==> src/rtl/led_sw_mode_ctrl_if.sv <==
// Pin-side bundle for the LED/switch controller: raw switches and mode in,
// LED drive, debounced switches and timebase tick out.
interface led_sw_mode_ctrl_if #(
  parameter int unsigned LED_NUM = 4,
  parameter int unsigned SW_NUM  = 3
);
  logic [SW_NUM-1:0]  sw;
  logic [1:0]         mode;
  logic [LED_NUM-1:0] led;
  logic [SW_NUM-1:0]  sw_db;
  logic               tick;

  modport master (
    output sw,
    output mode,
    input  led,
    input  sw_db,
    input  tick
  );

  modport slave (
    input  sw,
    input  mode,
    output led,
    output sw_db,
    output tick
  );
endinterface

==> src/rtl/led_sw_mode_ctrl.sv <==
// LED/switch controller: synchronised and debounced switches drive the LEDs
// in direct, toggle, blink or chase mode; exports sw_db and the timebase tick.
module led_sw_mode_ctrl #(
  parameter int unsigned LED_NUM         = 4,
  parameter int unsigned SW_NUM          = 3,
  parameter int unsigned DEBOUNCE_CYCLES = 1000000,
  parameter int unsigned BLINK_DIV       = 25000000
) (
  input  logic              clk,
  input  logic              reset,
  led_sw_mode_ctrl_if.slave bus
);

  localparam int unsigned K  = (LED_NUM < SW_NUM) ? LED_NUM : SW_NUM;
  localparam int unsigned CW = $clog2(DEBOUNCE_CYCLES);
  localparam int unsigned TW = $clog2(BLINK_DIV);
  localparam logic [CW-1:0] CNT_LAST  = CW'(DEBOUNCE_CYCLES - 1);
  localparam logic [TW-1:0] TCNT_LAST = TW'(BLINK_DIV - 1);

  typedef enum logic [1:0] {
    MODE_DIRECT = 2'd0,
    MODE_TOGGLE = 2'd1,
    MODE_BLINK  = 2'd2,
    MODE_CHASE  = 2'd3
  } mode_e;

  logic [SW_NUM-1:0]          s1_q, s1_d, s2_q, s2_d;
  logic [1:0]                 m1_q, m1_d, m2_q, m2_d;
  mode_e                      mode_q, mode_d;
  logic [SW_NUM-1:0][CW-1:0]  cnt_q, cnt_d;
  logic [SW_NUM-1:0]          sw_db_q, sw_db_d;
  logic [K-1:0]               db_dly_q, db_dly_d;
  logic [K-1:0]               tgl_q, tgl_d;
  logic [TW-1:0]              tcnt_q, tcnt_d;
  logic                       tick_q, tick_d;
  logic                       phase_q, phase_d;
  logic [LED_NUM-1:0]         pos_q, pos_d;
  logic [LED_NUM-1:0]         led_q, led_d;

  logic                       mode_chg;
  logic                       tick_evt;
  logic [K-1:0]               rise;

  function automatic logic [LED_NUM-1:0] rotl(input logic [LED_NUM-1:0] v);
    return (v << 1) | (v >> (LED_NUM - 1));
  endfunction

  function automatic logic [LED_NUM-1:0] rotr(input logic [LED_NUM-1:0] v);
    return (v >> 1) | (v << (LED_NUM - 1));
  endfunction

  always_comb begin
    s1_d = bus.sw;
    s2_d = s1_q;
    m1_d = bus.mode;
    m2_d = m1_q;
    mode_d = mode_e'(m2_q);
    mode_chg = (m2_q != mode_q);
  end

  // A count only survives while the synchronised input keeps disagreeing.
  always_comb begin
    cnt_d   = '0;
    sw_db_d = sw_db_q;
    for (int unsigned i = 0; i < SW_NUM; i++) begin
      if (s2_q[i] != sw_db_q[i]) begin
        if (cnt_q[i] == CNT_LAST) begin
          sw_db_d[i] = s2_q[i];
        end else begin
          cnt_d[i] = cnt_q[i] + CW'(1);
        end
      end
    end
  end

  // A mode change restarts the timebase and suppresses any coincident tick.
  always_comb begin
    tick_evt = (tcnt_q == TCNT_LAST) && !mode_chg;
    if (mode_chg || (tcnt_q == TCNT_LAST)) begin
      tcnt_d = '0;
    end else begin
      tcnt_d = tcnt_q + TW'(1);
    end
    tick_d  = tick_evt;
    phase_d = mode_chg ? 1'b1 : (phase_q ^ tick_evt);
  end

  always_comb begin
    db_dly_d = sw_db_q[K-1:0];
    rise     = sw_db_q[K-1:0] & ~db_dly_q;
    tgl_d    = tgl_q;
    if (mode_chg) begin
      tgl_d = '0;
    end else if (mode_q == MODE_TOGGLE) begin
      tgl_d = tgl_q ^ rise;
    end
  end

  always_comb begin
    pos_d = pos_q;
    if (mode_chg) begin
      pos_d = LED_NUM'(1);
    end else if (tick_evt && (mode_q == MODE_CHASE) && !sw_db_q[1]) begin
      pos_d = sw_db_q[0] ? rotr(pos_q) : rotl(pos_q);
    end
  end

  always_comb begin
    led_d = '0;
    if (!mode_chg) begin
      case (mode_q)
        MODE_DIRECT: led_d[K-1:0] = sw_db_q[K-1:0];
        MODE_TOGGLE: led_d[K-1:0] = tgl_q;
        MODE_BLINK:  led_d[K-1:0] = sw_db_q[K-1:0] & {K{phase_q}};
        MODE_CHASE:  led_d        = pos_q;
        default:     led_d        = '0;
      endcase
    end
  end

  always_ff @(posedge clk or posedge reset) begin
    if (reset) begin
      s1_q     <= '0;
      s2_q     <= '0;
      m1_q     <= '0;
      m2_q     <= '0;
      mode_q   <= MODE_DIRECT;
      cnt_q    <= '0;
      sw_db_q  <= '0;
      db_dly_q <= '0;
      tgl_q    <= '0;
      tcnt_q   <= '0;
      tick_q   <= 1'b0;
      phase_q  <= 1'b1;
      pos_q    <= LED_NUM'(1);
      led_q    <= '0;
    end else begin
      s1_q     <= s1_d;
      s2_q     <= s2_d;
      m1_q     <= m1_d;
      m2_q     <= m2_d;
      mode_q   <= mode_d;
      cnt_q    <= cnt_d;
      sw_db_q  <= sw_db_d;
      db_dly_q <= db_dly_d;
      tgl_q    <= tgl_d;
      tcnt_q   <= tcnt_d;
      tick_q   <= tick_d;
      phase_q  <= phase_d;
      pos_q    <= pos_d;
      led_q    <= led_d;
    end
  end

  assign bus.led   = led_q;
  assign bus.sw_db = sw_db_q;
  assign bus.tick  = tick_q;

endmodule
==> src/flat_wrapper.sv <==
// flat-port wrapper written by rule: the top's interface ports become plain ports
module led_sw_mode_ctrl_flat 
#(
  parameter int unsigned LED_NUM         = 4,
  parameter int unsigned SW_NUM          = 3,
  parameter int unsigned DEBOUNCE_CYCLES = 1000000,
  parameter int unsigned BLINK_DIV       = 25000000
)
  (clk, reset, bus_sw, bus_mode, bus_led, bus_sw_db, bus_tick);
  led_sw_mode_ctrl_if #(.LED_NUM(LED_NUM), .SW_NUM(SW_NUM)) bus_i ();
  input  logic clk;
  input  logic reset;
  input wire logic [$bits(bus_i.sw)-1:0] bus_sw;
  input wire logic [$bits(bus_i.mode)-1:0] bus_mode;
  output wire logic [$bits(bus_i.led)-1:0] bus_led;
  output wire logic [$bits(bus_i.sw_db)-1:0] bus_sw_db;
  output wire logic [$bits(bus_i.tick)-1:0] bus_tick;
  assign bus_i.sw = bus_sw;
  assign bus_i.mode = bus_mode;
  assign bus_led = bus_i.led;
  assign bus_sw_db = bus_i.sw_db;
  assign bus_tick = bus_i.tick;
  led_sw_mode_ctrl #(.LED_NUM(LED_NUM), .SW_NUM(SW_NUM), .DEBOUNCE_CYCLES(DEBOUNCE_CYCLES), .BLINK_DIV(BLINK_DIV)) u_core (.clk(clk), .reset(reset), .bus(bus_i));
endmodule
==> config.mk <==
export PLATFORM = sky130hd
export DESIGN_NAME = led_sw_mode_ctrl_flat
export DESIGN_NICKNAME = d
export VERILOG_FILES = /design/src/rtl/led_sw_mode_ctrl_if.sv /design/src/rtl/led_sw_mode_ctrl.sv /design/src/flat_wrapper.sv
export SDC_FILE = /design/constraint.sdc
export NUM_CORES = 1
export LEC_CHECK = 0
export ABC_CLOCK_PERIOD_IN_PS = 4100
export CAP_MARGIN = 20
export CORE_MARGIN = 4
export CORE_UTILIZATION = 50
export DETAILED_ROUTE_END_ITERATION = 10
export PLACE_DENSITY = 0.69
export SLEW_MARGIN = 25
export SYNTH_ARGS = -nofsm -noshare
export SYNTH_HDL_FRONTEND = slang
export SYNTH_SLANG_ARGS = --single-unit
==> constraint.sdc <==
create_clock -name clk -period 4.1 [get_ports clk]
set_input_delay 0.82 -clock clk [delete_from_list [all_inputs] [get_ports clk]]
set_output_delay 0.82 -clock clk [all_outputs]
set_load 0.005 [all_outputs]
==> reports/qor.csv <==
stage,metric,value,unit
run_status,run_status,completed,
routing,viasPerCell,5.73,
clock_tree,htreeDepth,4,
setup_path,setup.reg_to_reg.worst_slack,1.91,ns
global_routing,largest_net_degree_at_the_start_of_global_routing,74,
logic_synthesis,synth_area,5460,um2
setup_path,timing.critical_path.from,u_core.bus.sw_db[0],
setup_path,worst_r2r_startpoint,u_core.cnt_q[15],
setup_path,critical_path.n_buffers_inverters,1,
clock_tree,clock_tree_root_buffer_cell,sky130_fd_sc_hd__clkbuf_8,
finish,fraction_of_layout_cells_with_a_size_suffix_above_1,0.0807,
logic_synthesis,synth-warning-count,0,
power_and_ir_drop,totalPowerFinal,2.62,mW
setup_path,cp-endpoint,bus_sw_db[0],
clock_tree,cts_tree,built,
setup_path,critPathArrivalTime,1.69,ns
timing,final_setup_fails,0,
setup_path,worstSetupStartpointType,flop,
floorplanning,initial_utilization,0.522,
logic_synthesis,syn_avg_cell_area,10.2,um2
placement,place.gp.congestion,0.807,
logic_synthesis,synth_cells,536,
finish,fillerInstances,892,
clock_tree,clk_latency_worst_skew_pair,0.52,ns
routing,detail-route-antenna-nets,0,
clock_tree,clkSinkCount,116,
placement,placement.io_buffers,14,
floorplanning,rows,37,
timing,timing_worst_slew_pin_value,0.667,ns
routing,drtIter0Drc,253,
setup_path,critical_path_cell_count,1,
floorplanning,die_width,113,um
logic_synthesis,synth.net_count,547,
clock_tree,cts-root-to-sink-buffers,2,
setup_path,critPathRequiredTime,3.28,ns
setup_path,critPathCaptureType,primary output,
placement,detailedPlacementHpwl,6870,um
power_and_ir_drop,pwr_density_cell,416,nW/um2
logic_synthesis,postSynth.asyncResetShare,1.00,
setup_path,reg2reg_depth,4,
routing,routedWlPerCell,14.9,um
global_routing,grtUsageTotal,0.185,
timing,fmax,398,MHz
global_routing,antenna_found_initial,0,
power_and_ir_drop,cellLeakagePower,2.52,nW
finish,final_net_count,568,
placement,dp_slack,1.81,ns
timing,fin_skew,0.00901,ns
logic_synthesis,number_of_enable_type_register_cells_in_the_synthesized_netlist,0,
logic_synthesis,synth.yosys.seq_area_share,0.532,
clock_tree,postCtsResizedCells,0,
global_routing,grt_pass1_wl,18900,um
setup_path,path_cells,clkdlybuf4s50_1,
global_routing,grt_overflow,0,
timing,setup_tns,0,ns
hold_path,worstHoldPathType,reg -> reg,
timing,rsz_0062_raised_after_global_routing,no,
routing,drt-total-wl,10500,um
logic_synthesis,synth_flop_cell,sky130_fd_sc_hd__dfrtp_1,
timing,hold_viol_final,0,
setup_path,slowest_cell_on_the_critical_path,sky130_fd_sc_hd__dfrtp_1,
setup_path,critPathMaxFanout,11,
setup_path,endpoint_of_the_worst_register_to_register_path,u_core.cnt_q[9],
finish,area.growth.synth_to_final,15.3,%
timing,period_needed,2.51,ns
routing,detail_route.drc_violations,0,
clock_tree,clkTransAtPathRegs,0.05,ns
floorplanning,die_h,113,um
clock_tree,number_of_buffers_inserted_by_post_cts_setup_repair,0,
setup_path,criticalPathCategory,reg -> out,
power_and_ir_drop,worst_ir_drop_vdd,0.303,mV
clock_tree,cts_buf_count,17,
timing,postLayoutSetupSlackWorst,1.59,ns
logic_synthesis,yosysUniqueCellTypes,43,
setup_path,slowest_delay,0.59,ns
clock_tree,cts_hold_buffers,0,
finish,final_core_util,0.602,
timing,timing.slew.headroom,0.555,
routing,detail_route.first_pass.iterations,4,
floorplanning,fp.dieArea,12700,um2
floorplanning,design.portCount,15,
routing,dr_total_vias,4044,
finish,antenna-diode-count,0,
setup_path,path_delay_family,flip-flops,
floorplanning,area_of_the_core_region,10500,um2
global_routing,vias_in_the_first_global_route,4029,
logic_synthesis,number_of_synthesized_register_bits,116,
flow_run,drv.max_cap_violation_count,0,
timing,post-route-period-util,0.613,
timing,report.final.slew_viol_count,0,
[logic make-up after synthesis]
family | count (synthesis) | synth area share
compound gates | 78 | 0.0864
xor+xnor | 55 | 0.0882
fa+ha+maj | 4 | 0.00916
buf+inv | 32 | 0.0243
flops | 116 | 0.532
mux | 10 | 0.0190
simple gates | 241 | 0.241
[per-layer routing]
layer | GRT usage | vias to the layer above | wire length, um
li1 | - | 1983 | -
met1 | 0.239 | 1998 | 4940
met2 | 0.289 | 55 | 5090
met3 | 0.0615 | 8 | 374
met4 | 0.0713 | 0 | 101
met5 | 0 | - | 0
[final cells by class]
cell class / instances / area, um2 / share of cell area
Tap cell: 136 / 170 / 0.0270
Sequential cell: 116 / 2910 / 0.462
Inverter: 16 / 65.1 / 0.0103
Timing Repair Buffer: 18 / 183 / 0.0290
Clock buffer: 20 / 435 / 0.0692
Multi-Input combinational cell: 388 / 2420 / 0.385
Clock inverter: 12 / 113 / 0.0179
[metrics by stage]
step                      hold WS, ns  area, um2  cells
after floorplan                 0.331       5460    536
after global placement          0.335       5740    674
after detailed placement        0.337       5740    674
after CTS                       0.355       6290    706
after global routing            0.362       6290    706
final                           0.344       6290    706
[state kept, by name, summed over array words and instances, names as in the netlist]
name / cells
u_core.cnt_q: 60
u_core.tcnt_q: 25
u_core.bus.led: 4
u_core.pos_q: 4
u_core.bus.sw_db: 3
u_core.db_dly_q: 3
u_core.s1_q: 3
u_core.s2_q: 3
u_core.tgl_q: 3
u_core.m1_q: 2
u_core.m2_q: 2
u_core.mode_q: 2
u_core.bus.tick: 1
u_core.phase_q: 1
[layout by cell type (no fill, tap or decap), drive strengths merged]
master,n
and2,6
nand3,34
or4,17
and4,6
nor2,63
buf,4
nor2b,3
clkdlybuf4s50,14
nor4,10
a211oi,4
nand4,23
nor3,9
nand3b,1
xor2,26
dfrtp,114
nand2,24
mux2i,7
o21ai,22
nor3b,4
a21oi,30
nor4bb,1
clkbuf,20
inv,16
o22ai,3
dfstp,2
nor4b,4
or3,21
or4b,1
ha,4
and3,10
xnor2,29
o311ai,3
or2,1
clkinv,9
o31ai,16
nand2b,2
clkinvlp,1
nand4bb,1
mux2,3
bufinv,2
[worst register-to-register path: cells and delay by family, from the launching register on]
family	cells	cell delay (ns)
flops	1	0.40
compound gates	1	0.45
simple gates	3	1.19
[synthesized netlist by cell type (3+ instances only)]
cell / count / share of area
sky130_fd_sc_hd__a211oi_1: 4 / 0.0055
sky130_fd_sc_hd__a21oi_1: 30 / 0.027
sky130_fd_sc_hd__and2_1: 6 / 0.0069
sky130_fd_sc_hd__and3_1: 10 / 0.011
sky130_fd_sc_hd__and4_1: 6 / 0.0096
sky130_fd_sc_hd__buf_2: 4 / 0.0037
sky130_fd_sc_hd__clkbuf_1: 11 / 0.0076
sky130_fd_sc_hd__dfrtp_1: 114 / 0.52
sky130_fd_sc_hd__ha_1: 4 / 0.0092
sky130_fd_sc_hd__inv_1: 16 / 0.011
sky130_fd_sc_hd__mux2_2: 3 / 0.0062
sky130_fd_sc_hd__mux2i_1: 7 / 0.013
sky130_fd_sc_hd__nand2_1: 24 / 0.016
sky130_fd_sc_hd__nand3_1: 33 / 0.030
sky130_fd_sc_hd__nand4_1: 22 / 0.025
sky130_fd_sc_hd__nor2_1: 63 / 0.043
sky130_fd_sc_hd__nor2b_1: 3 / 0.0034
sky130_fd_sc_hd__nor3_1: 9 / 0.0082
sky130_fd_sc_hd__nor3b_1: 4 / 0.0055
sky130_fd_sc_hd__nor4_1: 10 / 0.011
sky130_fd_sc_hd__nor4b_1: 4 / 0.0064
sky130_fd_sc_hd__o21ai_0: 20 / 0.018
sky130_fd_sc_hd__o22ai_1: 3 / 0.0034
sky130_fd_sc_hd__o311ai_0: 3 / 0.0048
sky130_fd_sc_hd__o31ai_1: 15 / 0.021
sky130_fd_sc_hd__or3_1: 21 / 0.024
sky130_fd_sc_hd__or4_1: 16 / 0.022
sky130_fd_sc_hd__xnor2_1: 29 / 0.047
sky130_fd_sc_hd__xor2_1: 26 / 0.042
[how the worst min path moves through the flow]
| stage | from | to | slack (ns) | cells past startpoint |
|---|---|---|---|---|
| finish | u_core.m1_q[0] | u_core.m2_q[0] | 0.34 | 0 |
| global route | u_core.m1_q[1] | u_core.m2_q[1] | 0.36 | 0 |
| CTS | u_core.s1_q[2] | u_core.s2_q[2] | 0.35 | 0 |
| detailed placement | u_core.s1_q[2] | u_core.s2_q[2] | 0.34 | 0 |
| global placement | u_core.m1_q[0] | u_core.m2_q[0] | 0.33 | 0 |
| floorplan | u_core.m1_q[0] | u_core.m2_q[0] | 0.33 | 0 |
[power breakdown]
part	total, mW	switching (mW)	internal [mW]
Combinational	0.0859	0.0584	0.0274
Clock	1.35	0.484	0.867
Sequential	1.18	0.0156	1.16
Power figures use the tool's default switching activity.
